**config.mk**
```make
export PLATFORM = sky130hd
export DESIGN_NAME = pipe_reg_chain
export DESIGN_NICKNAME = d
export VERILOG_FILES = /design/src/rtl/pipe_reg_chain.sv
export SDC_FILE = /design/constraint.sdc
export NUM_CORES = 1
export LEC_CHECK = 0
export ABC_AREA = 1
export BUFFER_PORTS_ARGS = -buffer_cell sky130_fd_sc_hd__buf_2
export CORE_UTILIZATION = 48
export CTS_CLUSTER_SIZE = 28
export DETAILED_ROUTE_END_ITERATION = 10
export MAX_ROUTING_LAYER = met4
export PLACE_DENSITY = 0.9
export SETUP_SLACK_MARGIN = 0.5
export SKIP_CTS_REPAIR_TIMING = 1
export SYNTH_ARGS = -nofsm -noshare
export SYNTH_HDL_FRONTEND = slang
export SYNTH_SLANG_ARGS = --single-unit
```
**constraint.sdc**
```tcl
create_clock -name clk -period 7.9 [get_ports clk]
set_clock_uncertainty 0.1 [all_clocks]
set_input_delay 0.79 -clock clk [delete_from_list [all_inputs] [get_ports clk]]
set_output_delay 0.79 -clock clk [all_outputs]
set_load 0.01 [all_outputs]
```
**src/rtl/pipe_reg_chain.sv**
```systemverilog
// Stall-aware pipeline register chain of DEPTH stages with bubble insertion and flush.
// Optional debug tag path and bubble counter enabled by defining PIPE_DBG_EN.
module pipe_reg_chain #(
    parameter int unsigned      WIDTH     = 108,
    parameter int unsigned      DEPTH     = 1,
    parameter int unsigned      STALL_W   = 6,
    parameter int unsigned      BASE      = 3,
    parameter logic [WIDTH-1:0] NOP_VALUE = '0
) (
    input  logic               clk,
    input  logic               rst,
    input  logic [STALL_W-1:0] stall,
    input  logic               flush,
    input  logic               in_valid,
    input  logic [WIDTH-1:0]   in_data,
`ifdef PIPE_DBG_EN
    input  logic [31:0]        in_dbg,
    output logic [31:0]        out_dbg,
    output logic [15:0]        bubble_cnt,
`endif
    output logic               out_valid,
    output logic [WIDTH-1:0]   out_data,
    output logic [DEPTH-1:0]   stage_valid
);

    logic [DEPTH-1:0] vld_q;
    logic [WIDTH-1:0] data_q [DEPTH];

    // Entry k of the src_* views is the source of stage k; entry DEPTH is the last stage itself.
    logic [DEPTH:0]   src_vld;
    logic [WIDTH-1:0] src_data [DEPTH+1];
    logic             stall_unused;

    always_comb begin
        src_vld     = {vld_q, in_valid};
        src_data[0] = in_data;
        for (int unsigned k = 0; k < DEPTH; k++) begin
            src_data[k+1] = data_q[k];
        end
        stall_unused = ^stall;
    end

    always_ff @(posedge clk) begin
        if (rst || flush) begin
            vld_q <= '0;
            for (int unsigned k = 0; k < DEPTH; k++) begin
                data_q[k] <= NOP_VALUE;
            end
        end else begin
            for (int unsigned k = 0; k < DEPTH; k++) begin
                if (!stall[BASE+k]) begin
                    vld_q[k]  <= src_vld[k];
                    data_q[k] <= src_data[k];
                end else if (!stall[BASE+k+1]) begin
                    vld_q[k]  <= 1'b0;
                    data_q[k] <= NOP_VALUE;
                end
            end
        end
    end

    always_comb begin
        out_valid   = src_vld[DEPTH];
        out_data    = src_data[DEPTH];
        stage_valid = vld_q;
    end

`ifdef PIPE_DBG_EN
    logic [31:0] dbg_q   [DEPTH];
    logic [31:0] src_dbg [DEPTH+1];
    logic        last_bubble;

    always_comb begin
        src_dbg[0] = in_dbg;
        for (int unsigned k = 0; k < DEPTH; k++) begin
            src_dbg[k+1] = dbg_q[k];
        end
        out_dbg = src_dbg[DEPTH];
        // Last stage receives an invalid entry either by explicit bubble or by shifting one in.
        last_bubble = stall[BASE+DEPTH-1] ? !stall[BASE+DEPTH] : !src_vld[DEPTH-1];
    end

    // Bubbles keep the source tag so the slot stays attributable to its instruction.
    always_ff @(posedge clk) begin
        if (rst || flush) begin
            for (int unsigned k = 0; k < DEPTH; k++) begin
                dbg_q[k] <= '0;
            end
        end else begin
            for (int unsigned k = 0; k < DEPTH; k++) begin
                if (!stall[BASE+k] || !stall[BASE+k+1]) begin
                    dbg_q[k] <= src_dbg[k];
                end
            end
        end
    end

    always_ff @(posedge clk) begin
        if (rst) begin
            bubble_cnt <= '0;
        end else if (!flush && last_bubble && (bubble_cnt != '1)) begin
            bubble_cnt <= bubble_cnt + 16'd1;
        end
    end
`endif

endmodule

```
# After elaboration in Yosys (flattened, before gate mapping)
# Memory sizes are Yosys's and may differ from the RTL's.
# Cells that the tools add are included.
# classes
eq_ne,1
n_mux,15
n_reduce_logical,3
# ops
operator,count
$mux W108,2
$reduce_or A108 Y1,2
$mux W1,13
$ne A2 B2 Y1 const B,1
$logic_or A1 B1 Y1,1
# word_totals
ff_bits,1
mem_bits_rw,108
input_bits,118
n_memories,1
# memory_table
memory,words,width,read_ports,rd_ports_with_merged_regs,wr,line,text
data_q,1,108,1,0,1,27,logic [WIDTH-1:0] data_q [DEPTH];

# Logic depth before layout (Yosys ltp)
# logic_depth
word_depth,6
mapped_depth,5
ltp_nobuf,4

# Least setup slack after synthesis
# OpenSTA, ideal clock, no wires.
# synth_timing
path_type,input to register
startpoint,input flush
endpoint,memory data_q[0][0] (enable)
setup_time_ns,0.985
arrival_ns,2.689
required_ns,6.815
setup_slack_ns,4.126
stages,2
path_cell_list,nor2_4 -> nand2_1
# synth_between
elab_chain_len,6
elab_cells_between_ends,11
classes_between,8 x mux; 3 x reduce/logical
# synth_rtl
item,line,text
start: declaration,13,"input logic flush,"
$logic_or A1 B1 Y1 *,44,if (rst || flush) begin
$mux W1,44,
$mux W1 (implied by the code),53,data_q[k] <= src_data[k];
$reduce_or A108 Y1 (no source line),n/a,
$mux W1 (no source line),n/a,
$mux W1 (no source line) *,n/a,
end: declaration,27,
# Mark *: on every way between the ends. The rest lies on a longest branch, timed or not.

# Worst setup path in the final report
# layout_timing
startpoint,input stall[3]
endpoint,memory data_q[0][9] (enable)
# layout_between
elab_chain_len,6
elab_cells_between_ends,10
classes_between,8 x mux; 2 x reduce/logical
# layout_rtl
item,line,text
start: declaration,12,"input logic [STALL_W-1:0] stall,"
$mux W1,51,if (!stall[BASE+k]) begin
$mux W1,44,
$mux W1 (implied by the code),53,
$reduce_or A108 Y1 (no source line),n/a,
$mux W1 (no source line),n/a,
$mux W1 (no source line) *,n/a,
# Marks and branches as above.

==> flow_summary.yaml <==
outcome:
  status: "finished clean"
routing:
  drc: 0
  wirelength_mm: 8.63
  ant_nets: 0
  vias: 2964
  drt-initial-drc-count: 104
  post_drt_via_cell_ratio: 4.37
  dr.pass1.iters: 4
  wl_per_cell_microns: 12.7
timing:
  setup_tns_ns: 0
  drv_slew: 0
  fmax_ghz: 0.418
  post-route-period-util_pct: 30.3
  max-slew-margin-rel_pct: 27.9
  period_needed_ns: 2.39
  finalHoldViolations: 0
  setup_ws_ns: 5.51
  rsz0062_at_grt: "false"
  setup_viol_count_final: 0
  tightestPinTransition_ns: 1.08
clock_network:
  clock_sinks: 109
  cts_root_buf: "clkbuf_8"
  h-tree-depth: 3
  clk_latency_ns: 0.35
  cts_buffers: 9
  path_clk_slew_ns: 0.10
  cts_tree: "built"
  clk_path_buf_depth: 2
critical_path:
  critical_path_class: "primary input to flop"
  worst-path-max-fanout: 57
  worstSetupEndpointType: "flop"
  arrival_ns: 2.27
  critPathLaunchType: "primary input"
  required_ns: 7.78
yosys:
  avgSynthCellArea_sq_um: 12.1
  synth_compound_area_share_pct: 0
  synthMuxAreaShare_pct: 0
  synth_top_family_by_area: "buffers and inverters"
  synthSimpleGateAreaFrac_pct: 10.6
  synth_xor_xnor_area_share_pct: 0
  synth-adder-area-share_pct: 0
  ys_warn_count: 0
  syn_nets: 464
  synth.distinct_cells: 11
  syn_inst: 346
  synth_seq_cells: 109
  synth_seq_area_share_pct: 77.7
  synth_area_sq_um: 4200
floorplan:
  start_util_pct: 50.4
  dieArea_sq_um: 9130
  dieHeight_microns: 95.6
  fp.dieW_microns: 95.6
  row_count: 33
  core_area_sq_um: 8340
  io_pins: 228
finish:
  final_layout_size_suffix_gt1_share_pct: 42.0
  layout_common_cells: "223 x buf_2, 110 x inv_1, 108 x nor2_1, 108 x edfxtp_1, 11 x clkbuf_8"
  antenna_cells: 0
  fin_cells: 679
  final_common_cell: "buf_2"
  nets: 687
  area_growth_pct: 33.7
  final_area_sq_um: 5620
placed_design:
  routabilityCongestion: 0.762
  hpwl_mm: 6.23
  portBuffers: 223
  dp_slack_ns: 5.14
  place_area_sq_um: 5390
  dp_cells: 663
power:
  p_int_uw: 905
  p_leak_nw: 3.28
  switching_share_pct: 21.0
  pwr-share-comb_pct: 9.0
  powerDensity_nw_per_um2: 204
  ir_worst_vdd_mv: 0.127
  p_seq_share_pct: 58.4
  clkPwrFrac_pct: 32.6
  p_sw_uw: 240
global_route:
  grt_max_degree: 109
  antenna_found_initial: 0
  grt_pass1_vias: 2700
  grt_pass1_wl_mm: 12.1
  grt_overflow: 0
  track_usage_pct: 18.5
run:
  maxCapViolations: 0
worst_hold_path:
  worst_hold_path_type: "flop to flop"
==> through the flow <==
stage	power, mW	utilization, %	hold slack [ns]
2_1_floorplan	0.727	-	0.399
3_3_place_gp	0.781	64.6	0.371
6_report	1.14	67.3	0.405
5_1_grt	1.18	67.3	0.429
4_1_cts	1.15	67.3	0.400
3_5_place_dp	0.786	64.6	0.381
==> worst max-delay path, cell delays in order <==
cell	delay (ns)
buf_2	0.11
nand2_1	0.05
inv_1	0.07
nand2_4	0.50
buf_4	0.69
==> Yosys cell counts, drive strengths merged <==
master / count / area share (%)
dfxtp: 1 / 0.48
inv: 110 / 9.8
nand3: 2 / 0.24
nand2: 4 / 0.42
buf: 12 / 1.9
edfxtp: 108 / 77
nor2: 109 / 9.9
==> kinds of logic after synthesis <==
group / Yosys count
flip-flops: 109
AND/OR/NAND/NOR: 115
buffers and inverters: 122
==> metal layers <==
metal  up-vias  track usage (%)  wire [microns]
met5         -                -               0
li1       1477                -               -
met4         0             7.84             179
met2       149             32.7            4450
met3        18             3.59             646
met1      1320             20.4            3350
==> worst paths after layout <==
check,startpoint,endpoint,slack [ns],cells past startpoint
setup / recovery,stall[3],data_q[0][9],5.51,5
hold reg to reg,out_valid,out_valid,0.40,2
setup reg to reg,out_valid,out_valid,7.23,2
hold / removal,out_valid,out_valid,0.40,2
==> power by group through the flow <==
stage,Combinational (mW),Sequential (mW),Clock [mW]
final,0.103,0.669,0.373
after global routing,0.114,0.671,0.398
after CTS,0.104,0.669,0.380
after detailed placement,0.104,0.682,0
after global placement,0.101,0.680,0
after floorplan,0.0269,0.700,0
==> flip-flops by register name, summed over array words and instances, names as in the netlist <==
signal,cells
data_q,108
out_valid,1
==> final cells by class <==
type                    count  area, sq um
clock inverters             3         68.8
well taps                 105          131
flip-flops and latches    109         3260
clock buffers              13          159
inverters                 110          413
repair buffers            224         1120
fillers                   637         2730
multi-input cells         115          457
Power figures use the tool's default switching activity.
